### src/rtl/arf086b128e1r1w0cbbehsaa4acw_rd_pkg.sv
// Shared types and sizes for the 1R1W latch register file read port.
package arf086b128e1r1w0cbbehsaa4acw_rd_pkg;

  localparam int DWIDTH = 86;
  localparam int DEPTH  = 128;
  localparam int AWIDTH = $clog2(DEPTH);

  // One queued read response: out-of-range flag plus the merged read data.
  typedef struct packed {
    logic              err;
    logic [DWIDTH-1:0] data;
  } rd_rsp_t;

endpackage

### src/rtl/arf086b128e1r1w0cbbehsaa4acw_rd_fifo.sv
// Small flop-based response FIFO for the register file read port.
// No combinational pass-through: a push is visible at the head one cycle later.
// While empty the head output keeps the last popped entry so the data bus never goes X.
module arf086b128e1r1w0cbbehsaa4acw_rd_fifo
  import arf086b128e1r1w0cbbehsaa4acw_rd_pkg::*;
#(
  parameter int FDEPTH = 2
) (
  input  logic    clk,
  input  logic    rst,
  input  logic    push_i,
  input  rd_rsp_t push_data_i,
  input  logic    pop_i,
  output logic    vld_o,
  output logic    full_o,
  output rd_rsp_t head_o
);

  localparam int PW = (FDEPTH > 1) ? $clog2(FDEPTH) : 1;
  localparam int CW = $clog2(FDEPTH + 1);

  rd_rsp_t       mem_q [FDEPTH];
  logic [PW-1:0] wr_ptr_q, wr_ptr_d;
  logic [PW-1:0] rd_ptr_q, rd_ptr_d;
  logic [CW-1:0] count_q, count_d;
  rd_rsp_t       hold_q, hold_d;
  logic          push, pop;

  function automatic logic [PW-1:0] ptr_inc(input logic [PW-1:0] p);
    return (p == PW'(FDEPTH - 1)) ? '0 : p + PW'(1);
  endfunction

  // Next-state for pointers, occupancy and the idle hold value.
  always_comb begin
    vld_o    = (count_q != '0);
    full_o   = (count_q == CW'(FDEPTH));
    pop      = pop_i & vld_o;
    // A full FIFO only takes a new entry when the head leaves in the same cycle.
    push     = push_i & (~full_o | pop);
    wr_ptr_d = push ? ptr_inc(wr_ptr_q) : wr_ptr_q;
    rd_ptr_d = pop ? ptr_inc(rd_ptr_q) : rd_ptr_q;
    hold_d   = pop ? mem_q[rd_ptr_q] : hold_q;
    unique case ({push, pop})
      2'b10:   count_d = count_q + CW'(1);
      2'b01:   count_d = count_q - CW'(1);
      default: count_d = count_q;
    endcase
    head_o   = vld_o ? mem_q[rd_ptr_q] : hold_q;
  end

  // Storage, pointers and occupancy; reset clears everything so no stale entry survives.
  always_ff @(posedge clk) begin
    if (rst) begin
      for (int i = 0; i < FDEPTH; i++) mem_q[i] <= '0;
      wr_ptr_q <= '0;
      rd_ptr_q <= '0;
      count_q  <= '0;
      hold_q   <= '0;
    end else begin
      if (push) mem_q[wr_ptr_q] <= push_data_i;
      wr_ptr_q <= wr_ptr_d;
      rd_ptr_q <= rd_ptr_d;
      count_q  <= count_d;
      hold_q   <= hold_d;
    end
  end

endmodule

### src/rtl/arf086b128e1r1w0cbbehsaa4acw_rd_port.sv
// Read-side controller of the 1R1W latch register file.
// Accepts read requests, drives the array read mux, forwards a same-cycle write to the
// same address (the phase-B latch write lands after the read mux samples), and returns
// responses in order through a small FIFO with valid/ready back-pressure.
module arf086b128e1r1w0cbbehsaa4acw_rd_port
  import arf086b128e1r1w0cbbehsaa4acw_rd_pkg::*;
#(
  parameter int DEPTH     = arf086b128e1r1w0cbbehsaa4acw_rd_pkg::DEPTH,
  parameter int AWIDTH    = $clog2(DEPTH),
  parameter int FDEPTH    = 2,
  parameter bit BYPASS_EN = 1'b1
) (
  input  logic              clk,
  input  logic              rst,
  input  logic              rd_req,
  input  logic [AWIDTH-1:0] rd_addr,
  output logic              rd_rdy,
  output logic [AWIDTH-1:0] arr_rd_addr,
  output logic              arr_rd_en,
  input  logic [DWIDTH-1:0] arr_rd_data,
  input  logic              wr_en,
  input  logic [AWIDTH-1:0] wr_addr,
  input  logic [DWIDTH-1:0] wr_data,
  output logic              rsp_vld,
  output logic [DWIDTH-1:0] rsp_data,
  output logic              rsp_err,
  input  logic              rsp_rdy
);

  logic    addr_err, wr_hit, accept, pop;
  logic    fifo_vld, fifo_full;
  rd_rsp_t merged, head;

  // Handshake and merge of array data with a snooped same-cycle write.
  always_comb begin
    pop         = fifo_vld & rsp_rdy;
    // A pop in this cycle frees a slot, so a full FIFO can still accept.
    rd_rdy      = ~rst & (~fifo_full | pop);
    accept      = rd_req & rd_rdy;
    arr_rd_en   = accept;
    arr_rd_addr = rd_addr;
    addr_err    = (int'(rd_addr) >= DEPTH);
    // Out-of-range write addresses never forward.
    wr_hit      = BYPASS_EN && wr_en && (wr_addr == rd_addr) && (int'(wr_addr) < DEPTH);
    merged.err  = addr_err;
    merged.data = addr_err ? '0 : (wr_hit ? wr_data : arr_rd_data);
    rsp_vld     = fifo_vld;
    rsp_data    = head.data;
    rsp_err     = head.err;
  end

  arf086b128e1r1w0cbbehsaa4acw_rd_fifo #(
    .FDEPTH(FDEPTH)
  ) u_fifo (
    .clk        (clk),
    .rst        (rst),
    .push_i     (accept),
    .push_data_i(merged),
    .pop_i      (pop),
    .vld_o      (fifo_vld),
    .full_o     (fifo_full),
    .head_o     (head)
  );

  // An accepted request must always find room in the FIFO.
  a_no_overflow: assert property (@(posedge clk) disable iff (rst) accept |-> (~fifo_full | pop));

endmodule

### config.mk
export PLATFORM = sky130hd
export DESIGN_NAME = arf086b128e1r1w0cbbehsaa4acw_rd_port
export DESIGN_NICKNAME = d
export VERILOG_FILES = /design/src/rtl/arf086b128e1r1w0cbbehsaa4acw_rd_pkg.sv /design/src/rtl/arf086b128e1r1w0cbbehsaa4acw_rd_fifo.sv /design/src/rtl/arf086b128e1r1w0cbbehsaa4acw_rd_port.sv
export SDC_FILE = /design/constraint.sdc
export NUM_CORES = 1
export LEC_CHECK = 0
export ABC_AREA = 1
export BUFFER_PORTS_ARGS = -buffer_cell sky130_fd_sc_hd__buf_2
export CORE_MARGIN = 10
export CORE_UTILIZATION = 55
export DETAILED_ROUTE_END_ITERATION = 8
export PLACE_DENSITY = 0.87
export SLEW_MARGIN = 5
export SYNTH_ARGS = -nofsm -noshare
export SYNTH_HDL_FRONTEND = slang
export SYNTH_SLANG_ARGS = --single-unit
### constraint.sdc
create_clock -name clk -period 4.25 [get_ports clk]
set_clock_uncertainty 0.15 [all_clocks]
set_input_delay 0.2125 -clock clk [delete_from_list [all_inputs] [get_ports clk]]
set_output_delay 0.2125 -clock clk [all_outputs]
set_load 0.01 [all_outputs]
==> results.sh, run 1 <==
export IMPL_critPathMaxStageDelay_ps=730
export IMPL_crit_path_top_delay_cell="buf_4"
export IMPL_finalInstanceArea_um2=16900
export IMPL_synth_distinct_cells=25
export IMPL_seq_area_frac_synth=0.532
export IMPL_ys_flop_type="edfxtp_1"
export IMPL_synth_top_family_by_area="simple AND/OR/NAND/NOR gates"
export IMPL_synth_area_per_cell_um2=8.39
export IMPL_startpoint_type="register"
export IMPL_io_pin_count=288
export IMPL_p_total_mw=6.89
export IMPL_yosysTopAreaCell="edfxtp_1"
export IMPL_initial_core_util=0.559
export IMPL_antenna_left=0
export IMPL_required_ps=3890
export IMPL_grt_overflow=0
export IMPL_max_freq_mhz=311
export IMPL_timing_hold_ws_ps=15.0
export IMPL_worst_setup_path_end_kind="output pin"
export IMPL_hold_viol=0
export IMPL_h_tree_depth=1
export IMPL_min_delay_path_class="input pin to register"
export IMPL_clk_latency_ps=520
export IMPL_async_flop_share=0
export IMPL_fin_cells=2267
export IMPL_reg2reg_depth=6
export IMPL_critPathTopFamily="buffers and inverters"
export IMPL_synthMuxAreaShare=0.0738
export IMPL_clk_pin_slew_ps=60
export IMPL_placed_cells=2072
export IMPL_cts_tree="built"
export IMPL_rsz0062_at_grt="no"
export IMPL_path_depth=5
export IMPL_vias=11900
export IMPL_synthesis_instances=1564
export IMPL_grt_usage=0.238
export IMPL_drv_slew=0
export IMPL_crit_arrival_ps=2850
export IMPL_synth_common_cells="285 x nand2_1, 272 x inv_1, 177 x nor2_1"
export IMPL_peakVddDrop_v=0.000235
export IMPL_synth_xor_area_share=0
export IMPL_die_w_um=174
export IMPL_drive_above_1_share=0.227
export IMPL_cellLeakagePower_nw=7.98
export IMPL_yosys_area_share_simple=0.170
export IMPL_wl_per_cell_um=16.8
export IMPL_cts_setup_buffers=0
export IMPL_grt_max_degree=93
export IMPL_netlist_top_cells_area="edfxtp_1 39%, dfxtp_1 14%, nand2_1 8.1%"
export IMPL_min_period_ps=3210
export IMPL_fp_coreArea_um2=23500
export IMPL_relSlewSlack=0.269
export IMPL_synth_seq_cells=263
export IMPL_grt_pass1_wl_um=60200
export IMPL_min_period_over_period=0.756
export IMPL_powerDensity_nw_per_um2=409
export IMPL_outcome="finished, final reports clean"
export IMPL_dp_hpwl_um=21600
export IMPL_yosys_area_share_adder=0.000953
export IMPL_nFillCells=1574
export IMPL_vias_per_cell=5.25
export IMPL_cp_num_buf_inv=3
export IMPL_wirelength_um=38100
export IMPL_clockBufferDepth=3
export IMPL_syn_nets=1756
export IMPL_synth_compound_area_frac=0.101
export IMPL_critPathMaxFanout=92
export IMPL_setup_viol=0
export IMPL_nNetsFinal=2119
export IMPL_worst_slew_pin_slew_ps=1100
export IMPL_min_path_cells=5
export IMPL_cts_sinks=263
export IMPL_antenna_found_initial=2
export IMPL_crit_chain="nor2_1, inv_4, buf_4, o21ai_0, buf_2"
export IMPL_row_count=56
export IMPL_place_area_um2=14600
export IMPL_syn_area_um2=13100
export IMPL_crit_type="register to output pin"
export IMPL_synth_warnings=0
export IMPL_io_buffer_count=286
export IMPL_netlist_area_leader_share=0.393
export IMPL_fin_setup_tns_ps=0
export IMPL_areaGrowthSynthToFinish_pct=28.4
export IMPL_grt_pass1_vias=12100
export IMPL_drc_errors=0
export IMPL_die_area_um2=30400
export IMPL_cap_viol_max_count=0
export IMPL_place_gp_congestion=0.790
export IMPL_cts_root_buf="clkbuf_16"
export IMPL_die_y_um=174
export IMPL_synth_most_common_cell="nand2_1"
export IMPL_cts_made_buffers=27
export IMPL_dr_pass1_iters=7
export IMPL_synth_edf_count=172
export IMPL_drt_iter0_drc=1133
worst reg2reg max path, delay by kind of cell, from the launching register on:
kind / cells / cell delay [ps]
flip-flops: 1 / 380
buffers and inverters: 2 / 1010
AND/OR/NAND/NOR: 2 / 660
AO/OA/AOI/OAI: 2 / 510
state kept, by name, indices dropped and copies added (netlist names), named ones only:
signal / flops
u_fifo.mem_q: 172
u_fifo.hold_q: 86
u_fifo.count_q: 2
u_fifo.rd_ptr_q: 1
u_fifo.wr_ptr_q: 1
metrics by stage:
stage / utilization / setup slack [ps]
after global placement: 0.620 / 1530
final: 0.718 / 1040
after global routing: 0.718 / 836
after CTS: 0.718 / 1060
after detailed placement: 0.620 / 1500
after floorplan: - / 632
layout make-up:
class / count / area [um^2] / share of cell area
Antenna cell: 2 / 5.00 / 0.000297
Sequential cell: 263 / 6990 / 0.415
Clock buffer: 37 / 733 / 0.0435
Inverter: 281 / 1060 / 0.0629
Timing Repair Buffer: 444 / 2980 / 0.177
Multi-Input combinational cell: 910 / 4580 / 0.272
Tap cell: 319 / 399 / 0.0237
Clock inverter: 11 / 108 / 0.00638
final timing paths:
path	from	to	slack (ps)
max	u_fifo.count_q[0]$_SDFFE_PP0P_	rsp_data[21]	1040
max reg2reg	u_fifo.count_q[0]$_SDFFE_PP0P_	u_fifo.hold_q[17]$_SDFFE_PP0P_	1380
min	wr_data[29]	u_fifo.mem_q[1][29]$_SDFFCE_PN0P_	10
min reg2reg	u_fifo.hold_q[58]$_SDFFE_PP0P_	u_fifo.hold_q[58]$_SDFFE_PP0P_	300
cell families after synthesis:
group	count (synthesis)
flip-flops	263
adder cells (fa/ha/maj)	1
AO/OA/AOI/OAI	265
AND/OR/NAND/NOR	557
buffers and inverters	391
multiplexers	86
other	1
power by group:
group	internal [mW]	switching [mW]	total, mW
Combinational	0.599	0.960	1.56
Clock	1.32	0.957	2.28
Sequential	2.97	0.0765	3.05
repair_timing:
| item | CTS | global route |
|---|---|---|
| hold endpoints to repair | 154 | 0 |
| hold buffers | 145 | 0 |
| resized for setup | 0 | 0 |
layer usage:
metal / part of all wire / GRT usage
met2: 0.50 / 0.420
met5: 0 / 0
met3: 0.077 / 0.0587
met4: 0.038 / 0.102
met1: 0.38 / 0.268
placed cells by master, fill, tap and decap left out, types with 87 or more instances in the layout:
cell type and n:
buf_2 286, nand2_1 281, inv_1 272, nor2_1 177, o21ai_0 174, edfxtp_1 172, dlygate4sd3_1 145, a21oi_1 91
dfxtp_1 90, nand3_1 87
No activity file was read; power rests on OpenSTA's default activity.
==> inputs of run 2 (changes only) <==
ABC_AREA = 0   (was 1)
CORE_UTILIZATION = 50   (was 55)
PLACE_DENSITY = 0.83   (was 0.87)
clock period = 2.9 ns   (was 4.25 ns; I/O delays follow)
==> run 2 against run 1 <==
Clock power grew 54%. Synthesized area grew 2.4%. Combinational power grew to 3.8 times the previous value. Critical path type is now register to register. Largest cell class unchanged.
==> results.sh, run 2 <==
export IMPL_netlist_area_leader_share=0.384
export IMPL_worst_slew_pin_slew_ps=839
export IMPL_mostFrequentLayoutCells="285 x buf_2, 260 x dlygate4sd3_1, 177 x nor2_1"
export IMPL_die_area_um2=33800
export IMPL_die_w_um=184
export IMPL_power_frac_seq=0.345
export IMPL_min_period_over_period=0.996
export IMPL_synth_common_cells="177 x nor2_1, 174 x nand2_1, 172 x edfxtp_1, 172 x nand4_1, 91 x dfxtp_1"
export IMPL_required_ps=3030
export IMPL_synthesis_instances=1405
export IMPL_drv_slew=0
export IMPL_synth_distinct_cells=31
export IMPL_cp_num_buf_inv=2
export IMPL_ys_flop_type="edfxtp_1"
export IMPL_crit_start="u_fifo.count_q[0]$_SDFFE_PP0P_"
export IMPL_min_path_cells=4
export IMPL_crit_chain="nor3b_2, nor3_2, bufbuf_16, nand4_1, o21ai_0, dlygate4sd3_1"
export IMPL_setup_viol=0
export IMPL_synth_edf_count=172
export IMPL_crit_type="register to register"
export IMPL_timing_hold_ws_ps=110
export IMPL_io_pin_count=288
export IMPL_synth_warnings=0
export IMPL_hp_start="wr_en"
export IMPL_largest_register="u_fifo.mem_q"
export IMPL_clockBufferDepth=3
export IMPL_min_period_ps=2890
export IMPL_nNetsFinal=2029
export IMPL_areaGrowthSynthToFinish_pct=35.4
export IMPL_critPathMaxFanout=172
export IMPL_h_tree_depth=1
export IMPL_critPathTopFamily="buffers and inverters"
export IMPL_p_clk_frac=0.244
export IMPL_wl_per_cell_um=21.2
export IMPL_clk_pin_slew_ps=60
export IMPL_startpoint_type="register"
export IMPL_reg2reg_depth=6
export IMPL_io_buffer_count=286
export IMPL_p_total_mw=14.4
export IMPL_peakVddDrop_v=0.000452
export IMPL_row_count=59
export IMPL_initial_core_util=0.511
export IMPL_powerDensity_nw_per_um2=789
export IMPL_yosysTopAreaCell="edfxtp_1"
export IMPL_async_flop_share=0
export IMPL_synth_area_per_cell_um2=9.57
export IMPL_dr_pass1_iters=6
export IMPL_crit_arrival_ps=3020
export IMPL_largest_reg_flops=172
export IMPL_cts_made_buffers=27
export IMPL_p_comb_frac=0.411
export IMPL_hold_viol=0
export IMPL_netlist_top_cells_area="edfxtp_1 38%, dfxtp_1 14%, nand4_1 8.0%"
export IMPL_grt_pass1_vias=13600
export IMPL_reg_top3="u_fifo.mem_q: 172 flops, u_fifo.hold_q: 86 flops, u_fifo.count_q: 2 flops"
export IMPL_wirelength_um=46800
export IMPL_crit_path_top_delay_cell="dlygate4sd3_1"
export IMPL_fp_coreArea_um2=26300
export IMPL_grt_max_degree=173
export IMPL_vias=13500
export IMPL_grt_pass1_wl_um=72500
export IMPL_outcome="finished, final reports clean"
export IMPL_drc_errors=0
export IMPL_relSlewSlack=0.441
export IMPL_grt_overflow=0
export IMPL_antenna_left=0
export IMPL_clk_latency_ps=530
export IMPL_cap_viol_max_count=0
export IMPL_syn_area_um2=13400
export IMPL_cellLeakagePower_nw=6.91
export IMPL_power_switching_mw=5.51
export IMPL_cts_setup_buffers=0
export IMPL_path_depth=6
export IMPL_vias_per_cell=6.12
export IMPL_min_delay_path_class="input pin to register"
export IMPL_antenna_found_initial=14
export IMPL_layout_commonest_cell="buf_2"
export IMPL_swShare=0.384
export IMPL_cts_root_buf="clkbuf_16"
export IMPL_dp_hpwl_um=24100
export IMPL_cts_sinks=263
export IMPL_die_y_um=184
export IMPL_seq_area_frac_synth=0.520
export IMPL_synth_seq_cells=263
export IMPL_p_int_mw=8.84
export IMPL_reg2reg_from="u_fifo.count_q[0]$_SDFFE_PP0P_"
export IMPL_place_gp_congestion=0.832
export IMPL_syn_nets=1597
export IMPL_max_freq_mhz=346
export IMPL_grt_usage=0.266
export IMPL_drive_above_1_share=0.199
export IMPL_worst_setup_path_end_kind="register"
export IMPL_critPathMaxStageDelay_ps=590
export IMPL_synth_most_common_cell="nor2_1"
export IMPL_drt_iter0_drc=1867
export IMPL_cts_tree="built"
[run 2: layer usage]
metal,track usage,wire length (um),share of wire,vias to the layer above
met5,0,0,0,-
met4,0.176,3430,0.073,0
met3,0.0530,4090,0.087,274
met2,0.457,23000,0.49,980
met1,0.293,16300,0.35,6220
li1,-,-,-,6037
[run 2: path summary, 6_finish.rpt]
kind              slack, ps                                 to
setup / recovery         10  u_fifo.mem_q[1][72]$_SDFFCE_PN0P_
hold / removal          110  u_fifo.mem_q[0][48]$_SDFFCE_PN0P_
setup reg to reg         10  u_fifo.mem_q[1][72]$_SDFFCE_PN0P_
hold reg to reg         350     u_fifo.hold_q[36]$_SDFFE_PP0P_
[run 2: what timing repair did]
| action | in CTS | in global routing |
|---|---|---|
| endpoints found under the setup margin | 0 | 6 |
| hold endpoints to repair | 199 | 0 |
| resized for setup | 0 | 3 |
| hold buffers | 260 | 0 |
[run 2: power by group through the flow]
stage | sequential [mW] | clock (mW) | combinational [mW]
5_1_grt | 5.01 | 3.68 | 6.42
4_1_cts | 4.93 | 3.50 | 5.75
3_3_place_gp | 4.96 | 0 | 5.39
2_1_floorplan | 4.86 | 0 | 3.55
3_5_place_dp | 5.00 | 0 | 5.49
6_report | 4.95 | 3.51 | 5.89
[run 2: logic make-up after synthesis]
group,Yosys count,synth area share
buffers and inverters,163,0.0753
adders and majority gates,1,0.000931
and+or+nand+nor,534,0.185
AOI/OAI and AO/OA,346,0.148
xor gates and xnor gates,11,0.00717
other,1,0.000279
muxes,86,0.0640
DFF,263,0.520
[run 2: per-stage QoR]
stage                util  instance area (um^2)  TNS [ps]  setup WS [ps]  std cells
finish              0.693                 18200         0           10.8       2207
global route        0.693                 18200     -81.4          -57.0       2206
CTS                 0.691                 18100         0            275       2192
detailed placement  0.558                 14700         0            740       1883
global placement    0.558                 14700         0            856       1883
floorplan               -                 13400         0            158       1405
[run 2: worst reg2reg max path, stage by stage, from the launching register on]
cell and delay, ps:
dfxtp_1 350, nor3b_2 390, nor3_2 110, bufbuf_16 410
nand4_1 540, o21ai_0 110, dlygate4sd3_1 590
[run 2: cell type report]
type                            instances  area [um^2]
Clock buffer                           29          693
Antenna cell                           15         37.5
Tap cell                              335          419
Inverter                                1         3.75
Sequential cell                       263         6990
Timing Repair Buffer                  565         4380
Clock inverter                         20          194
Fill cell                            1740         8080
Multi-Input combinational cell        979         5480
